**config.mk**
```make
export PLATFORM = sky130hd
export DESIGN_NAME = program_loader
export DESIGN_NICKNAME = d
export VERILOG_FILES = /design/src/rtl/program_loader_pkg.sv /design/src/rtl/loader_byte_packer.sv /design/src/rtl/program_loader.sv
export SDC_FILE = /design/constraint.sdc
export NUM_CORES = 1
export LEC_CHECK = 0
export BUFFER_PORTS_ARGS = -buffer_cell sky130_fd_sc_hd__clkbuf_2
export CORE_ASPECT_RATIO = 0.5
export CORE_MARGIN = 5
export CORE_UTILIZATION = 57
export CTS_CLUSTER_SIZE = 16
export DETAILED_ROUTE_END_ITERATION = 8
export PLACE_DENSITY = 0.85
export SLEW_MARGIN = 20
export SYNTH_ARGS = -nofsm -noshare
export SYNTH_HDL_FRONTEND = slang
export SYNTH_SLANG_ARGS = --single-unit
export TNS_END_PERCENT = 100
```
**constraint.sdc**
```tcl
create_clock -name clk -period 3.66 [get_ports clk]
set_clock_uncertainty 0.05 [all_clocks]
set_input_delay 0.915 -clock clk [delete_from_list [all_inputs] [get_ports clk]]
set_output_delay 0.915 -clock clk [all_outputs]
set_load 0.005 [all_outputs]
```
**src/rtl/program_loader_pkg.sv**
```systemverilog
// Shared types and constants for the boot-time program loader.
package program_loader_pkg;

  localparam int unsigned LenWidth = 16;

  typedef enum logic [2:0] {
    StIdle  = 3'd0,
    StLenLo = 3'd1,
    StLenHi = 3'd2,
    StData  = 3'd3,
    StWrite = 3'd4,
    StCheck = 3'd5,
    StDone  = 3'd6,
    StErr   = 3'd7
  } state_e;

endpackage

```
**src/rtl/loader_byte_packer.sv**
```systemverilog
// Packs payload bytes little-endian into a word and keeps the running XOR checksum.
module loader_byte_packer #(
  parameter int unsigned word_width = 32,
  parameter int unsigned WE_width   = 4
) (
  input  logic                  clk_i,
  input  logic                  rst_i,
  input  logic                  clear_i,
  input  logic                  byte_valid_i,
  input  logic [7:0]            byte_i,
  output logic [word_width-1:0] word_o,
  output logic [7:0]            checksum_o,
  output logic                  word_done_o
);

  localparam int unsigned IdxW = (WE_width > 1) ? $clog2(WE_width) : 1;

  logic [IdxW-1:0]       idx_q;
  logic [word_width-1:0] word_q;
  logic [7:0]            chk_q;

  assign word_done_o = byte_valid_i && (idx_q == IdxW'(WE_width - 1));
  assign word_o      = word_q;
  assign checksum_o  = chk_q;

  always_ff @(posedge clk_i or posedge rst_i) begin
    if (rst_i) begin
      idx_q  <= '0;
      word_q <= '0;
      chk_q  <= '0;
    end else if (clear_i) begin
      idx_q  <= '0;
      word_q <= '0;
      chk_q  <= '0;
    end else if (byte_valid_i) begin
      word_q[{idx_q, 3'b000} +: 8] <= byte_i;
      chk_q                        <= chk_q ^ byte_i;
      idx_q                        <= word_done_o ? '0 : idx_q + IdxW'(1);
    end
  end

endmodule

```
**src/rtl/program_loader.sv**
```systemverilog
// Boot loader: receives a length-prefixed, checksummed byte stream and writes it to memory
// word by word, holding the core in reset until a load completes with a good checksum.
module program_loader
  import program_loader_pkg::*;
#(
  parameter int unsigned word_width    = 32,
  parameter int unsigned address_width = 12,
  parameter int unsigned WE_width      = 4
) (
  input  logic                     clk,
  input  logic                     rst,
  input  logic                     start,
  input  logic [7:0]               rx_data,
  input  logic                     rx_valid,
  output logic                     rx_ready,
  output logic [address_width-3:0] mem_A,
  output logic [word_width-1:0]    mem_W,
  output logic [WE_width-1:0]      mem_WE,
  output logic                     core_rst,
  output logic                     busy,
  output logic                     done,
  output logic                     error
);

  localparam int unsigned WordAddrW = address_width - 2;
  // One extra bit so a full image (2^WordAddrW words) does not wrap the counter.
  localparam int unsigned CntW      = address_width - 1;
  localparam int unsigned MaxWords  = 1 << WordAddrW;

  state_e                state_q, state_d;
  logic [CntW-1:0]       addr_q, addr_d, addr_inc;
  logic [LenWidth-1:0]   len_q, len_d, len_rx;
  logic [7:0]            len_lo_q, len_lo_d;
  logic                  transfer, clear, byte_valid, word_done;
  logic [7:0]            checksum;
  logic [word_width-1:0] word;

  assign transfer   = rx_valid & rx_ready;
  assign byte_valid = transfer && (state_q == StData);
  assign len_rx     = {rx_data, len_lo_q};
  assign addr_inc   = addr_q + CntW'(1);

  loader_byte_packer #(
    .word_width (word_width),
    .WE_width   (WE_width)
  ) u_packer (
    .clk_i        (clk),
    .rst_i        (rst),
    .clear_i      (clear),
    .byte_valid_i (byte_valid),
    .byte_i       (rx_data),
    .word_o       (word),
    .checksum_o   (checksum),
    .word_done_o  (word_done)
  );

  always_ff @(posedge clk or posedge rst) begin
    if (rst) begin
      state_q  <= StIdle;
      addr_q   <= '0;
      len_q    <= '0;
      len_lo_q <= '0;
    end else begin
      state_q  <= state_d;
      addr_q   <= addr_d;
      len_q    <= len_d;
      len_lo_q <= len_lo_d;
    end
  end

  always_comb begin
    state_d  = state_q;
    addr_d   = addr_q;
    len_d    = len_q;
    len_lo_d = len_lo_q;
    clear    = 1'b0;
    case (state_q)
      StIdle, StDone, StErr: begin
        if (start) begin
          state_d = StLenLo;
          addr_d  = '0;
          clear   = 1'b1;
        end
      end
      StLenLo: begin
        if (transfer) begin
          len_lo_d = rx_data;
          state_d  = StLenHi;
        end
      end
      StLenHi: begin
        if (transfer) begin
          len_d = len_rx;
          if (32'(len_rx) > MaxWords) begin
            state_d = StErr;
          end else if (len_rx == '0) begin
            state_d = StCheck;
          end else begin
            state_d = StData;
          end
        end
      end
      StData: begin
        if (word_done) state_d = StWrite;
      end
      StWrite: begin
        addr_d  = addr_inc;
        state_d = (32'(addr_inc) == 32'(len_q)) ? StCheck : StData;
      end
      StCheck: begin
        if (transfer) state_d = (rx_data == checksum) ? StDone : StErr;
      end
      default: state_d = StIdle;
    endcase
  end

  // All outputs decode registered state, so an asynchronous reset clears them at once.
  assign rx_ready = (state_q == StLenLo) || (state_q == StLenHi) ||
                    (state_q == StData)  || (state_q == StCheck);
  assign busy     = rx_ready || (state_q == StWrite);
  assign core_rst = busy || (state_q == StErr);
  assign done     = (state_q == StDone);
  assign error    = (state_q == StErr);
  assign mem_WE   = (state_q == StWrite) ? '1 : '0;
  assign mem_A    = addr_q[WordAddrW-1:0];
  assign mem_W    = word;

endmodule

```
Word level (Yosys, flattened, before mapping)
Cells that the tools add are included.
{"block": "classes", "n_shift": 2, "n_eq_ne": 15, "magnitude_cmp": 1, "n_addsub": 3, "n_div": 0, "muxes": 23, "reduce_logical": 16, "multipliers": 0, "bitwise_logic": 2}
{"operator": "$mux W32", "n": 2}
{"operator": "$bwmux W32", "n": 1}
{"operator": "$shift A8 B7 Y32 const A", "n": 1}
{"operator": "$shiftx A8 B7 Y32", "n": 1}
{"operator": "$mux W3", "n": 8}
{"operator": "$pmux W11 S2", "n": 1}
{"operator": "$pmux W3 S6", "n": 1}
{"operator": "$eq A11 B16 Y1", "n": 1}
{"operator": "$gt A16 B11 Y1 const B", "n": 1}
{"operator": "$logic_not A16 Y1", "n": 1}
{"operator": "$mux W8", "n": 2}
{"operator": "$eq A3 B3 Y1 const B", "n": 4}
{"operator": "$add A11 B1 Y11 const B", "n": 1}
{"operator": "$mux W11", "n": 1}
{"operator": "$eq A8 B8 Y1", "n": 1}
{"operator": "$ne A2 B2 Y1 const B", "n": 4}
{"operator": "$xor A8 B8 Y8", "n": 1}
{"operator": "$neg A5 Y7", "n": 1}
{"operator": "$eq A3 B2 Y1 const B", "n": 2}
{"operator": "$mux W2", "n": 3}
{"operator": "$reduce_and A2 Y1", "n": 3}
{"operator": "$logic_or A1 B1 Y1", "n": 5}
{"operator": "$reduce_and A5 Y1", "n": 1}
{"operator": "$mux W4", "n": 1}
{"operator": "10 further kinds", "n": 14}
{"block": "totals", "romBits": 0, "mem_bits_rw": 0, "memories": 0, "elab_cells": 69, "latch_bits": 0, "reg_bits": 80}

Longest topological paths before layout
{"block": "depth", "word_depth": 10, "depth_mapped": 8}

Modules after synthesis
From an unflattened synthesis, not the netlist that was laid out.
{"block": "hier_totals", "hier_cells": 390, "hier_area_um2": 4287.9}
{"module": "program_loader", "cells_per_inst": 231, "instances": 1, "area_per_inst_um2": 2321.0}
{"module": "loader_byte_packer", "cells_per_inst": 159, "instances": 1, "area_per_inst_um2": 1966.9}

Least setup slack after synthesis
OpenSTA, ideal clock, no wires.
{"block": "synth_timing", "path_kind": "input to register", "start": "input port rx_data[1]", "end": "register state_q[2]", "setup_time_ns": 0.132, "path_buffers": 1, "setup_slack_ns": 1.333, "cell_stages": 7, "arrival_time_ns": 2.144, "required_time_ns": 3.478, "path_cell_list": "clkbuf_1 nor4_1 nand3_1 xnor2_1 o311a_1 o22ai_1 o21ai_1"}
{"block": "synth_between", "elab_chain_len": 5, "word_cells_on_any_way": 6, "classes_between": "order compare: 1; mux: 4; reduce/logical: 1"}
{"element": "start, declared", "line_no": "program_loader.sv:13", "text": "input logic [7:0] rx_data,"}
{"element": "parallel branches: the longest is 2 deep, another holds $gt A16 B11 Y1"}
{"element": "$mux W3 (*)", "line_no": "program_loader.sv:94", "text": "if (32'(len_rx) > MaxWords) begin"}
{"element": "$mux W3 (*)", "line_no": "program_loader.sv:92", "text": "if (transfer) begin"}
{"element": "$pmux W3 S6 (*)", "line_no": "program_loader.sv:77", "text": "case (state_q)"}
{"element": "end signal, assigned", "line_no": "program_loader.sv:59", "text": "state_q <= StIdle;"}
{"element": "end signal, assigned", "line_no": "program_loader.sv:64", "text": "state_q <= state_d;"}
{"element": "end, declared", "line_no": "program_loader.sv:30", "text": "state_e state_q, state_d;"}
Every way passes the cells marked *. The select of a mux whose other input is x is not followed.
A chain may end at the register's enable or synchronous reset.

Final worst setup path
{"block": "layout_timing", "start": "register state_q[0]", "end": "output port mem_WE[0]"}
{"block": "layout_between", "elab_chain_len": 2}
{"element": "$eq A3 B3 Y1", "line_no": "program_loader.sv:124", "text": "assign mem_WE = (state_q == StWrite) ? '1 : '0;"}
{"element": "$mux W4", "line_no": "program_loader.sv:124"}
{"element": "end, declared", "line_no": "program_loader.sv:18", "text": "output logic [WE_width-1:0] mem_WE,"}
Every way passes these cells.

==> impl_metrics.tcl <==
set metrics [dict create \
    ys_seq_elements 80 \
    drtIter0Drc 477 \
    power_density_nw_per_um2 735 \
    clock_sinks 80 \
    fp.coreArea_um2 6830 \
    io_buffer_count 62 \
    setup_tns_ns 0 \
    dp_slack_ns 1.14 \
    insertion_delay_ns 0.34 \
    worst_ep_arrival_time_ns 1.91 \
    max_freq_mhz 347 \
    antenna_found_initial 0 \
    fin_crit_ns 2.88 \
    grt_pass1_wl_um 15700 \
    ctsHoldBuffers 0 \
    worst_ir_drop_vdd_mv 0.278 \
    diodes 0 \
    route.vias.total 3123 \
    reg2regPathDepth 6 \
    grt_overflow 0 \
    synthTopCellsByArea "dfrtp_1 49%, mux2_2 6.3%, a22o_1 5.3%" \
    comb_power_share_pct 32.3 \
    fin_cells 532 \
    wire_per_inst_um 17.8 \
    synth_area_leader_cell "dfrtp_1" \
    placementRows 21 \
    start_kind "flip-flop" \
    nNetsFinal 453 \
    drive_above_1_share_pct 26.4 \
    drv_slew 0 \
    cts_setup_buffers 0 \
    clock_path_buffers 2 \
    placedInstanceArea_um2 4340 \
    globalplace.congestion 0.846 \
    hold_class "reg -> reg" \
    p_sw_mw 1.21 \
    cts_max_level 3 \
    synth.avg_cell_area_um2 10.4 \
    grt_pass1_vias 2930 \
    io_pins 63 \
    p_int_mw 2.23 \
    worst_pin_slew_ns 1.04 \
    crit_type "reg -> out" \
    placed_cells 516 \
    seqPwrFrac_pct 39.3 \
    first_pass_iters 4 \
    dp_hpwl_um 6290 \
    die-area_um2 9110 \
    required_ns 2.69 \
    cts_tree "yes" \
    ys_warn_count 0 \
    regToRegSetupSlack_ns 1.24 \
    fin_ws_ns 0.781 \
    finalPower_mw 3.44 \
    syn-num-nets 414 \
    die_h_um 70.0 \
    rsz0062_at_grt "false" \
    maxCapViolations 0 \
    p_sw_share_pct 35.2 \
    ys_async_sr_fraction_pct 100 \
    critical_path.startpoint "state_q[0]$_DFFE_PP0P_" \
    outcome "complete, no violations" \
    worstPathMaxFanout 19 \
    synth.cell_area_um2 4110 \
    netlist_instances 396 \
    yosysTopAreaCellShare_pct 48.7 \
    track_usage_pct 21.9 \
    grt_max_degree 81 \
    maxSlewHeadroom_pct 30.4 \
    synthFlopType "dfrtp_1" \
    end_kind "output pin" \
    synth_enable_flop_cells 0 \
    synth.distinct_cells 56 \
    wl_um 9490 \
    finalSetupViolations 0 \
    ys_seq_area_share_pct 48.7 \
    p_leak_nw 2.15 \
    path_clk_slew_ns 0.06 \
    cts_buffers 9 \
    drc_errors 0 \
    die_w_um 130 \
    finalCritPeriodShare_pct 78.6 \
    clkPwrFrac_pct 28.4 \
    final_core_util_pct 68.4 \
    cts.repair.resized 0 \
    r2r-end "u_packer.word_o[17]$_DFFE_PP0P_" \
    detail_route.vias_per_cell 5.87 \
    finalHoldViolCount 0 \
    ant_nets 0 \
    r2r_start "state_q[2]$_DFFE_PP0P_" \
    syn2layout_area_growth_pct 13.8 \
    endpoint "mem_WE[0]" \
    design_area_um2 4670 \
    cts-root-buf "clkbuf_16" \
    holdWs_ns 0.454 \
    initial_utilization_pct 60.1 \
]
[final cells by class]
type / instances / area, µm²
well taps: 92 / 115
repair buffers: 67 / 360
fillers: 508 / 2160
clock inverters: 7 / 104
multi-input cells: 268 / 1830
clock buffers: 9 / 225
inverters: 9 / 35.0
flip-flops and latches: 80 / 2000
[metal layers]
layer / wire length, µm / track usage, % / share of wire (%)
met5: 0 / 0 / 0
met4: 113 / 7.26 / 1.2
met3: 523 / 5.56 / 5.5
met2: 4630 / 32.6 / 49
met1: 4220 / 31.3 / 44
[sequential cells by signal, indices dropped and copies added, names as in the netlist]
name                 flops
u_packer.word_o         32
len_q                   16
addr_q                  11
len_lo_q                 8
u_packer.checksum_o      8
state_q                  3
u_packer.idx_q           2
[cell usage after synthesis (6+ instances only)]
master    number
a22o_1        25
nor2_1        22
buf_2          9
nand3_1       16
nor3_1         6
xnor2_1       15
a21oi_1       17
dfrtp_1       80
inv_1          8
o21ai_0       24
nand2_1       40
ha_1           6
mux2_2        23
clkbuf_1      11
buf_4         14
o31ai_1        6
xor2_1        11
[worst min path at each step]
stage | start | endpoint | slack, ns | depth (start not counted)
6_report | u_packer.word_o[18]$_DFFE_PP0P_ | u_packer.word_o[18]$_DFFE_PP0P_ | 0.45 | 1
5_1_grt | u_packer.word_o[14]$_DFFE_PP0P_ | u_packer.word_o[14]$_DFFE_PP0P_ | 0.47 | 1
4_1_cts | len_q[11]$_DFFE_PP0P_ | len_q[11]$_DFFE_PP0P_ | 0.46 | 1
3_5_place_dp | u_packer.word_o[29]$_DFFE_PP0P_ | u_packer.word_o[29]$_DFFE_PP0P_ | 0.44 | 1
3_3_place_gp | len_q[11]$_DFFE_PP0P_ | len_q[11]$_DFFE_PP0P_ | 0.44 | 1
2_1_floorplan | len_q[12]$_DFFE_PP0P_ | len_q[12]$_DFFE_PP0P_ | 0.42 | 1
[cells by family after synthesis]
| group | synth area share (%) |
|---|---|
| compound gates | 15.6 |
| xor+xnor | 5.54 |
| fa+ha+maj | 1.83 |
| buf+inv | 6.67 |
| flops | 48.7 |
| mux | 6.91 |
| simple gates | 14.7 |
[worst max-delay path, cell delays in order, from the launching register on]
cell and delay, ns:
dfrtp_1 0.57, nor2_1 0.12, nand2_1 0.08, buf_4 0.24, clkinv_1 0.34, clkbuf_2 0.22
[power by group through the flow]
stage | clock, mW | sequential [mW] | combinational (mW)
2_1_floorplan | 0 | 1.25 | 0.918
3_3_place_gp | 0 | 1.35 | 1.06
3_5_place_dp | 0 | 1.36 | 1.10
4_1_cts | 0.986 | 1.35 | 1.11
5_1_grt | 1.03 | 1.39 | 1.24
6_report | 0.975 | 1.35 | 1.11
[layout by cell type (no fill, tap or decap), types with 3 or more instances in the layout]
master / n
a21oi_1: 17
a22o_1: 25
a2bb2oi_1: 3
a31oi_1: 4
and2_1: 4
and3_1: 4
buf_4: 4
clkbuf_16: 9
clkbuf_2: 62
dfrtp_1: 80
ha_1: 6
inv_1: 7
mux2_2: 23
nand2_1: 40
nand3_1: 16
nor2_1: 22
nor3_1: 6
nor3b_1: 3
nor4_1: 4
o21ai_0: 24
o31ai_1: 6
xnor2_1: 15
xor2_1: 11
(Power assumes the default switching activity.)
